--- src/rtl/expr_tx.sv ---
// rtl/expr_tx.sv - serializes BCD operands and +/* operators as an ASCII stream
// and returns the left-to-right evaluated 8-bit result.
module expr_tx #(
  parameter int MAXTERMS = 8
) (
  input  logic                    clk,
  input  logic                    clr,
  input  logic                    start,
  input  logic [3:0]              nterms,
  input  logic [4*MAXTERMS-1:0]   digits,
  input  logic [MAXTERMS-2:0]     ops,
  output logic [7:0]              out,
  output logic                    out_valid,
  input  logic                    out_ready,
  output logic                    last,
  output logic                    busy,
  output logic                    done,
  output logic                    err,
  output logic [7:0]              res
);

  typedef enum logic [1:0] {IDLE, DIGIT, OP} state_t;

  state_t                  state_q, state_d;
  logic [4*MAXTERMS-1:0]   digits_q, digits_d;
  logic [MAXTERMS-2:0]     ops_q, ops_d;
  logic [3:0]              nterms_q, nterms_d;
  logic [3:0]              idx_q, idx_d;
  logic [7:0]              acc_q, acc_d;
  logic [7:0]              out_q, out_d;
  logic                    out_valid_q, out_valid_d;
  logic                    last_q, last_d;
  logic                    busy_q, busy_d;
  logic                    done_q, done_d;
  logic                    err_q, err_d;
  logic [7:0]              res_q, res_d;

  logic [3:0] cur_digit, next_digit;
  logic       cur_op, prev_op;
  logic       start_bad;
  logic [7:0] acc_next;
  logic       xfer;

  // Operand/operator selection by the running term index.
  always_comb begin
    cur_digit  = 4'd0;
    next_digit = 4'd0;
    cur_op     = 1'b0;
    prev_op    = 1'b0;
    for (int i = 0; i < MAXTERMS; i++) begin
      if (idx_q == 4'(i))         cur_digit  = digits_q[4*i +: 4];
      if (idx_q + 4'd1 == 4'(i))  next_digit = digits_q[4*i +: 4];
    end
    for (int i = 0; i < MAXTERMS - 1; i++) begin
      if (idx_q == 4'(i))     cur_op  = ops_q[i];
      if (idx_q == 4'(i + 1)) prev_op = ops_q[i];
    end
  end

  // Only terms that are actually part of the frame must be valid BCD.
  always_comb begin
    start_bad = (nterms == 4'd0) || (nterms > 4'(MAXTERMS));
    for (int i = 0; i < MAXTERMS; i++) begin
      if ((4'(i) < nterms) && (digits[4*i +: 4] > 4'd9)) start_bad = 1'b1;
    end
  end

  always_comb begin
    if (idx_q == 4'd0)
      acc_next = {4'd0, cur_digit};
    else if (prev_op)
      acc_next = 8'(acc_q * {4'd0, cur_digit});
    else
      acc_next = acc_q + {4'd0, cur_digit};
  end

  assign xfer = out_valid_q && out_ready;

  always_comb begin
    state_d     = state_q;
    digits_d    = digits_q;
    ops_d       = ops_q;
    nterms_d    = nterms_q;
    idx_d       = idx_q;
    acc_d       = acc_q;
    out_d       = out_q;
    out_valid_d = out_valid_q;
    last_d      = last_q;
    busy_d      = busy_q;
    done_d      = 1'b0;
    err_d       = 1'b0;
    res_d       = res_q;
    case (state_q)
      IDLE: begin
        if (start) begin
          if (start_bad) begin
            err_d = 1'b1;
          end else begin
            digits_d    = digits;
            ops_d       = ops;
            nterms_d    = nterms;
            idx_d       = 4'd0;
            out_d       = 8'h30 + {4'd0, digits[3:0]};
            out_valid_d = 1'b1;
            last_d      = (nterms == 4'd1);
            busy_d      = 1'b1;
            state_d     = DIGIT;
          end
        end
      end
      DIGIT: begin
        if (xfer) begin
          acc_d = acc_next;
          if (idx_q == nterms_q - 4'd1) begin
            out_valid_d = 1'b0;
            last_d      = 1'b0;
            busy_d      = 1'b0;
            done_d      = 1'b1;
            res_d       = acc_next;
            state_d     = IDLE;
          end else begin
            out_d   = cur_op ? 8'h2A : 8'h2B;
            last_d  = 1'b0;
            state_d = OP;
          end
        end
      end
      OP: begin
        if (xfer) begin
          idx_d   = idx_q + 4'd1;
          out_d   = 8'h30 + {4'd0, next_digit};
          last_d  = (idx_q + 4'd1 == nterms_q - 4'd1);
          state_d = DIGIT;
        end
      end
      default: state_d = IDLE;
    endcase
  end

  always_ff @(posedge clk) begin
    if (clr) begin
      state_q     <= IDLE;
      digits_q    <= '0;
      ops_q       <= '0;
      nterms_q    <= 4'd0;
      idx_q       <= 4'd0;
      acc_q       <= 8'h00;
      out_q       <= 8'h00;
      out_valid_q <= 1'b0;
      last_q      <= 1'b0;
      busy_q      <= 1'b0;
      done_q      <= 1'b0;
      err_q       <= 1'b0;
      res_q       <= 8'h00;
    end else begin
      state_q     <= state_d;
      digits_q    <= digits_d;
      ops_q       <= ops_d;
      nterms_q    <= nterms_d;
      idx_q       <= idx_d;
      acc_q       <= acc_d;
      out_q       <= out_d;
      out_valid_q <= out_valid_d;
      last_q      <= last_d;
      busy_q      <= busy_d;
      done_q      <= done_d;
      err_q       <= err_d;
      res_q       <= res_d;
    end
  end

  assign out       = out_q;
  assign out_valid = out_valid_q;
  assign last      = last_q;
  assign busy      = busy_q;
  assign done      = done_q;
  assign err       = err_q;
  assign res       = res_q;

endmodule

--- config.mk ---
export PLATFORM = sky130hd
export DESIGN_NAME = expr_tx
export DESIGN_NICKNAME = d
export VERILOG_FILES = /design/src/rtl/expr_tx.sv
export SDC_FILE = /design/constraint.sdc
export NUM_CORES = 1
export LEC_CHECK = 0
export BUFFER_PORTS_ARGS = -buffer_cell sky130_fd_sc_hd__buf_2
export CAP_MARGIN = 20
export CORE_UTILIZATION = 32
export DETAILED_ROUTE_END_ITERATION = 10
export GPL_ROUTABILITY_DRIVEN = 0
export PLACE_DENSITY_LB_ADDON = 0.25
export SETUP_SLACK_MARGIN = 0.2
export SYNTH_ARGS = -nofsm -noshare
export SYNTH_HDL_FRONTEND = slang
export SYNTH_SLANG_ARGS = --single-unit
--- constraint.sdc ---
create_clock -name clk -period 11.5 [get_ports clk]
set_input_delay 1.15 -clock clk [delete_from_list [all_inputs] [get_ports clk]]
set_output_delay 1.15 -clock clk [all_outputs]
set_load 0.01 [all_outputs]
==> results.sh, run 1 <==
export IMPL_required_ns=11.71
export IMPL_min_to="res[5]$_SDFFE_PP0P_"
export IMPL_yosysTopAreaCellShare=0.292
export IMPL_drtIter0Drc=347
export IMPL_max_slew_margin_rel=0.349
export IMPL_worst_ep_arrival_time_ns=5.58
export IMPL_finalCritPeriodShare=0.467
export IMPL_drv_cap=0
export IMPL_finalCriticalPeriod_ns=5.37
export IMPL_row_count=45
export IMPL_critical_path_startpoint_type="register"
export IMPL_fill_cells=1668
export IMPL_antenna_left=0
export IMPL_clk_pin_slew_ns=0.06
export IMPL_htreeDepth=3
export IMPL_drcViolationCount=0
export IMPL_final_layout_size_suffix_gt1_frac=0.146
export IMPL_post_cts_setup_buffers=0
export IMPL_grt_first_pass_wirelength_mm=23.8
export IMPL_ctsResizeCount=0
export IMPL_ir_drop_mv=0.0667
export IMPL_grt_max_degree=75
export IMPL_worst_slew_pin_slew_ns=0.976
export IMPL_clock_sinks=75
export IMPL_coreArea_um2=15400
export IMPL_via_count=4848
export IMPL_clock_tree_root_cell="clkbuf_16"
export IMPL_ys_top_cells_by_count="nand2_1, a21oi_1, dfxtp_1"
export IMPL_synth_ff_type="dfxtp_1"
export IMPL_fmax_mhz=186
export IMPL_die_area_um2=16600
export IMPL_worst_setup_path_type="register to register"
export IMPL_nNetsFinal=815
export IMPL_ff2ff_setup_slack_ns=6.13
export IMPL_clockBufferDepth=2
export IMPL_cp_end_kind="register"
export IMPL_yosysSeqAreaShare=0.292
export IMPL_ioPinCount=68
export IMPL_reg2reg_to="acc_q[7]$_SDFFE_PP0P_"
export IMPL_grt_usage=0.186
export IMPL_finClkSkew_ns=0.00595
export IMPL_register_area_um2=1500
export IMPL_async_flop_share=0
export IMPL_worstReg2RegStart="idx_q[0]$_SDFFE_PP0P_"
export IMPL_dpl_hpwl_mm=10.9
export IMPL_diodes=0
export IMPL_hold_viol=0
export IMPL_utilization=0.374
export IMPL_p_per_area_nw_per_um2=105
export IMPL_path_max_fanout=28
export IMPL_rsz0062_at_grt="no"
export IMPL_syn2layout_area_growth_pct=12.4
export IMPL_p_leak_nw=2.16
export IMPL_finalSetupViolCount=0
export IMPL_fp_dieH_um=129
export IMPL_floorplan_initialDensity=0.333
export IMPL_wl_per_cell_um=15.2
export IMPL_antenna_found_initial=0
export IMPL_synth_seq_cells=75
export IMPL_die_w_um=129
export IMPL_synth_edff_count=0
export IMPL_reg2reg_depth=17
export IMPL_clock_latency_ns=0.35
export IMPL_fin_setup_tns_ns=0
export IMPL_hold_path_class="register to register"
export IMPL_status="finished, final reports clean"
export IMPL_avgSynthCellArea_um2=7.35
export IMPL_first_pass_iters=5
export IMPL_yosysMostFrequentCell="nand2_1"
export IMPL_synthTopCellsByArea="dfxtp_1, nand2_1, a21oi_1"
export IMPL_min_delay_start="res[5]$_SDFFE_PP0P_"
export IMPL_port_buffers=65
export IMPL_finalWirelength_mm=14.4
export IMPL_yosys_warnings=0
export IMPL_hold_depth=2
export IMPL_multiInputGateArea_um2=3270
export IMPL_netlist_instances=699
export IMPL_maxSlewViolCount=0
export IMPL_grt_pass1_vias=4530
export IMPL_syn_area_um2=5140
export IMPL_viasPerCell=5.10
export IMPL_numCtsBuffers=9
export IMPL_ys_types=67
export IMPL_yosysTopAreaCell="dfxtp_1"
export IMPL_cts_hold_buffers=0
export IMPL_cts_tree="done"
export IMPL_grt_overflow_total=0
report_power, final:
| group | switching (mW) | internal [mW] | total, mW |
|---|---|---|---|
| Combinational | 0.0466 | 0.0282 | 0.0748 |
| Clock | 0.112 | 0.146 | 0.257 |
| Sequential | 0.00624 | 0.268 | 0.274 |
| Total | 0.164 | 0.442 | 0.606 |
critical path, cell delays in order, from the launching register on:
cell and delay [ns]:
dfxtp_1 0.51, ha_1 0.87, nand2b_1 0.28, o221ai_1 0.17, nor3_2 0.45, nand2_1 0.14, fa_1 0.49, inv_1 0.05
fa_1 0.52, ha_1 0.32, a21o_1 0.15, a21oi_1 0.20, o21bai_1 0.09, a21oi_1 0.18, xnor2_1 0.14, xnor3_1 0.27
o21ai_0 0.25, o32ai_1 0.12
registers in the layout (all words and copies together) (netlist names):
register / count
done: 1
nterms_q: 4
acc_q: 8
ops_q: 7
res: 8
last: 1
err: 1
busy: 1
digits_q: 32
state_q: 2
idx_q: 4
out: 6
placed cells by master (no fill, tap or decap), types with 14 or more instances in the layout:
cell type	Yosys	final
nand2_1	164	164
xnor2_1	15	15
dfxtp_1	75	75
buf_2	4	65
and2_1	14	14
inv_1	32	32
a21oi_1	94	94
nor2_1	46	46
ha_1	24	24
o21ai_0	42	42
cell families after synthesis:
family | share of synthesized area
simple gates | 0.254
compound gates | 0.240
buf+inv | 0.0733
flops | 0.292
fa+ha+maj | 0.0974
xor+xnor | 0.0368
mux | 0.00609
other cells | 0.000730
final cells by class:
cell class / count / area share
inverters: 32 / 0.0208
repair buffers: 68 / 0.0603
clock inverters: 6 / 0.00715
multi-input cells: 548 / 0.566
well taps: 211 / 0.0457
clock buffers: 10 / 0.0397
flip-flops and latches: 75 / 0.260
through the flow:
step,setup WS [ns],area (um^2),std cells,total power [mW],hold slack [ns]
finish,6.13,5770,950,0.606,0.452
CTS,6.08,5770,950,0.614,0.455
global route,5.59,5770,950,0.638,0.485
floorplan,6.99,5140,700,0.327,0.436
global placement,6.18,5500,934,0.355,0.445
detailed placement,6.08,5500,934,0.355,0.447
per-layer routing:
layer | track usage | part of all wire
met1 | 0.255 | 0.48
met2 | 0.293 | 0.46
met3 | 0.0279 | 0.038
met4 | 0.0720 | 0.022
met5 | 0 | 0
worst max path at each step:
stage	to	slack, ns	from
floorplan	acc_q[7]$_SDFFE_PP0P_	6.99	idx_q[1]$_SDFFE_PP0P_
global placement	acc_q[7]$_SDFFE_PP0P_	6.18	idx_q[0]$_SDFFE_PP0P_
detailed placement	acc_q[7]$_SDFFE_PP0P_	6.08	idx_q[0]$_SDFFE_PP0P_
CTS	acc_q[7]$_SDFFE_PP0P_	6.08	idx_q[0]$_SDFFE_PP0P_
global route	acc_q[7]$_SDFFE_PP0P_	5.59	idx_q[0]$_SDFFE_PP0P_
finish	acc_q[7]$_SDFFE_PP0P_	6.13	idx_q[0]$_SDFFE_PP0P_
Note: power is estimated with default switching activity, not from simulation.
==> inputs of run 2 (changes only) <==
- ABC_AREA: not set -> 1
- clock period: 11.5 -> 5.1 ns (I/O delays scaled with it)
==> results.sh, run 2 <==
export IMPL_ys_types=46
export IMPL_syn2layout_area_growth_pct=16.5
export IMPL_netlist_instances=784
export IMPL_finClkSkew_ns=0.00668
export IMPL_grt_overflow_total=0
export IMPL_grt_max_degree=66
export IMPL_drcViolationCount=0
export IMPL_max_slew_margin_rel=0.384
export IMPL_cp_end_kind="register"
export IMPL_fin_setup_tns_ns=0
export IMPL_yosys_warnings=0
export IMPL_yosysTopAreaCell="dfxtp_1"
export IMPL_status="finished, final reports clean"
export IMPL_synth_ff_type="dfxtp_1"
export IMPL_largest_register="digits_q"
export IMPL_drtIter0Drc=310
export IMPL_p_per_area_nw_per_um2=311
export IMPL_clockBufferDepth=2
export IMPL_synth_seq_cells=75
export IMPL_antenna_left=0
export IMPL_ys_top_cells_by_count="nand2_1, inv_1, o21ai_0"
export IMPL_wl_per_cell_um=13.8
export IMPL_layout_cells_non_filler=1059
export IMPL_nNetsFinal=919
export IMPL_finalCritPeriodShare=0.866
export IMPL_cts_hold_buffers=0
export IMPL_worst_ep_arrival_time_ns=4.63
export IMPL_clk_pin_slew_ns=0.06
export IMPL_grt_pass1_vias=4506
export IMPL_fp_dieH_um=129
export IMPL_final_common_cell="nand2_1"
export IMPL_rsz0062_at_grt="no"
export IMPL_largest_register_ffs=32
export IMPL_p_leak_nw=2.82
export IMPL_grt_usage=0.184
export IMPL_yosysSeqAreaShare=0.289
export IMPL_worst_path_most_repeated_cell="nand2_1"
export IMPL_row_count=46
export IMPL_dp_cells=1039
export IMPL_floorplan_initialDensity=0.327
export IMPL_yosysTopAreaCellShare=0.289
export IMPL_critical_path_startpoint_type="register"
export IMPL_numCtsBuffers=9
export IMPL_grt_first_pass_wirelength_mm=23.3
export IMPL_synthTopCellsByArea="dfxtp_1, nand2_1, inv_1"
export IMPL_finalWirelength_mm=14.7
export IMPL_final_cell_mix="nand2_1, inv_1, o21ai_0, dfxtp_1, nor2_1"
export IMPL_maxSlewViolCount=0
export IMPL_hold_viol=0
export IMPL_worst_path_largest_cell_delay_ns=0.52
export IMPL_yosysMostFrequentCell="nand2_1"
export IMPL_port_buffers=65
export IMPL_path_max_fanout=11
export IMPL_fmax_mhz=226
export IMPL_worst_slew_pin_slew_ns=0.924
export IMPL_synth_edff_count=0
export IMPL_required_ns=5.31
export IMPL_clock_tree_root_cell="clkbuf_16"
export IMPL_final_layout_size_suffix_gt1_frac=0.160
export IMPL_die_w_um=129
export IMPL_slowest_stage="fa_1"
export IMPL_avgSynthCellArea_um2=6.62
export IMPL_drv_cap=0
export IMPL_ioPinCount=68
export IMPL_die_area_um2=16700
export IMPL_dpl_hpwl_mm=11.5
export IMPL_async_flop_share=0
export IMPL_clock_sinks=75
export IMPL_finalSetupViolCount=0
export IMPL_syn_area_um2=5190
export IMPL_coreArea_um2=15900
export IMPL_cts_tree="done"
export IMPL_power_mw=1.88
export IMPL_hold_path_class="input port to register"
export IMPL_htreeDepth=3
export IMPL_via_count=4984
export IMPL_ir_drop_mv=0.191
export IMPL_diodes=0
export IMPL_clock_latency_ns=0.35
export IMPL_worst_setup_path_type="register to register"
export IMPL_first_pass_iters=5
export IMPL_antenna_found_initial=0
export IMPL_finalCriticalPeriod_ns=4.42
export IMPL_viasPerCell=4.71
run 2: cell types whose count changed after synthesis, sizes merged, moves of 8 or more:
cell / delta
buf: -8
and2: -14
clkbuf: -8
o21ai: +57
nand3: +43
nor2b: -8
inv: +105
nor2: +27
a21oi: -31
nand2: -11
nor3: -9
xnor2: -8
run 2: timing repair:
| item | in CTS | in global routing |
|---|---|---|
| resized for setup | 0 | 22 |
| setup buffers | 0 | 4 |
| setup endpoints to repair | 0 | 6 |
run 2: per-stage QoR:
| stage | hold slack, ns | worst slack (ns) | cell area, um^2 | util |
|---|---|---|---|---|
| 3_5_place_dp | 0.462 | 0.353 | 5650 | 0.356 |
| 6_report | 0.391 | 0.683 | 6050 | 0.381 |
| 4_1_cts | 0.383 | 0.325 | 5940 | 0.374 |
| 2_1_floorplan | 0.436 | 0.824 | 5190 | - |
| 3_3_place_gp | 0.466 | 0.449 | 5650 | 0.356 |
| 5_1_grt | 0.396 | 0.232 | 6050 | 0.381 |
run 2: final timing paths:
| path | start | to | slack [ns] | cells past startpoint |
|---|---|---|---|---|
| setup / recovery | idx_q[2]$_SDFFE_PP0P_ | acc_q[7]$_SDFFE_PP0P_ | 0.68 | 31 |
| setup reg to reg | idx_q[2]$_SDFFE_PP0P_ | acc_q[7]$_SDFFE_PP0P_ | 0.68 | 31 |
| hold / removal | digits[4] | digits_q[4]$_SDFFE_PP0P_ | 0.39 | 3 |
| hold reg to reg | digits_q[31]$_SDFFE_PP0P_ | digits_q[31]$_SDFFE_PP0P_ | 0.47 | 2 |
run 2: worst max-delay path, delay by kind of cell (launching register included):
kind / cells / cell delay (ns)
adders and majority gates: 4 / 1.49
buffers and inverters: 6 / 0.48
DFF: 1 / 0.41
AOI/OAI and AO/OA: 3 / 0.39
and+or+nand+nor: 18 / 1.49
run 2: routing by layer:
layer / global-route usage / vias to the layer above / share of wire
met1: 0.258 / 2234 / 0.50
li1: - / 2622 / -
met2: 0.277 / 111 / 0.43
met3: 0.0417 / 17 / 0.058
met4: 0.0630 / 0 / 0.016
met5: 0 / - / 0
run 2: cells by family (layout without fill, tap and decap cells):
| logic type | Yosys count | in the layout | share of synthesized area |
|---|---|---|---|
| AOI/OAI and AO/OA | 199 | 199 | 0.208 |
| xor gates and xnor gates | 18 | 18 | 0.0318 |
| adders and majority gates | 34 | 34 | 0.0964 |
| buffers and inverters | 167 | 225 | 0.130 |
| DFF | 75 | 75 | 0.289 |
| other | 1 | 2 | 0.000722 |
| and+or+nand+nor | 290 | 290 | 0.243 |
run 2: power breakdown:
group / internal, mW / switching [mW]
sequential: 0.634 / 0.0329
combinational: 0.189 / 0.384
clock: 0.390 / 0.253
total: 1.21 / 0.670
run 2: area by class of cell:
cell class                 instances  area [um^2]
tap                              216          270
inverter                         138          518
clock buffer                      11          243
multi-input combinational        543         3080
fill                            1743         9840
sequential                        75         1510
timing repair buffer              71          370
clock inverter                     5         52.6
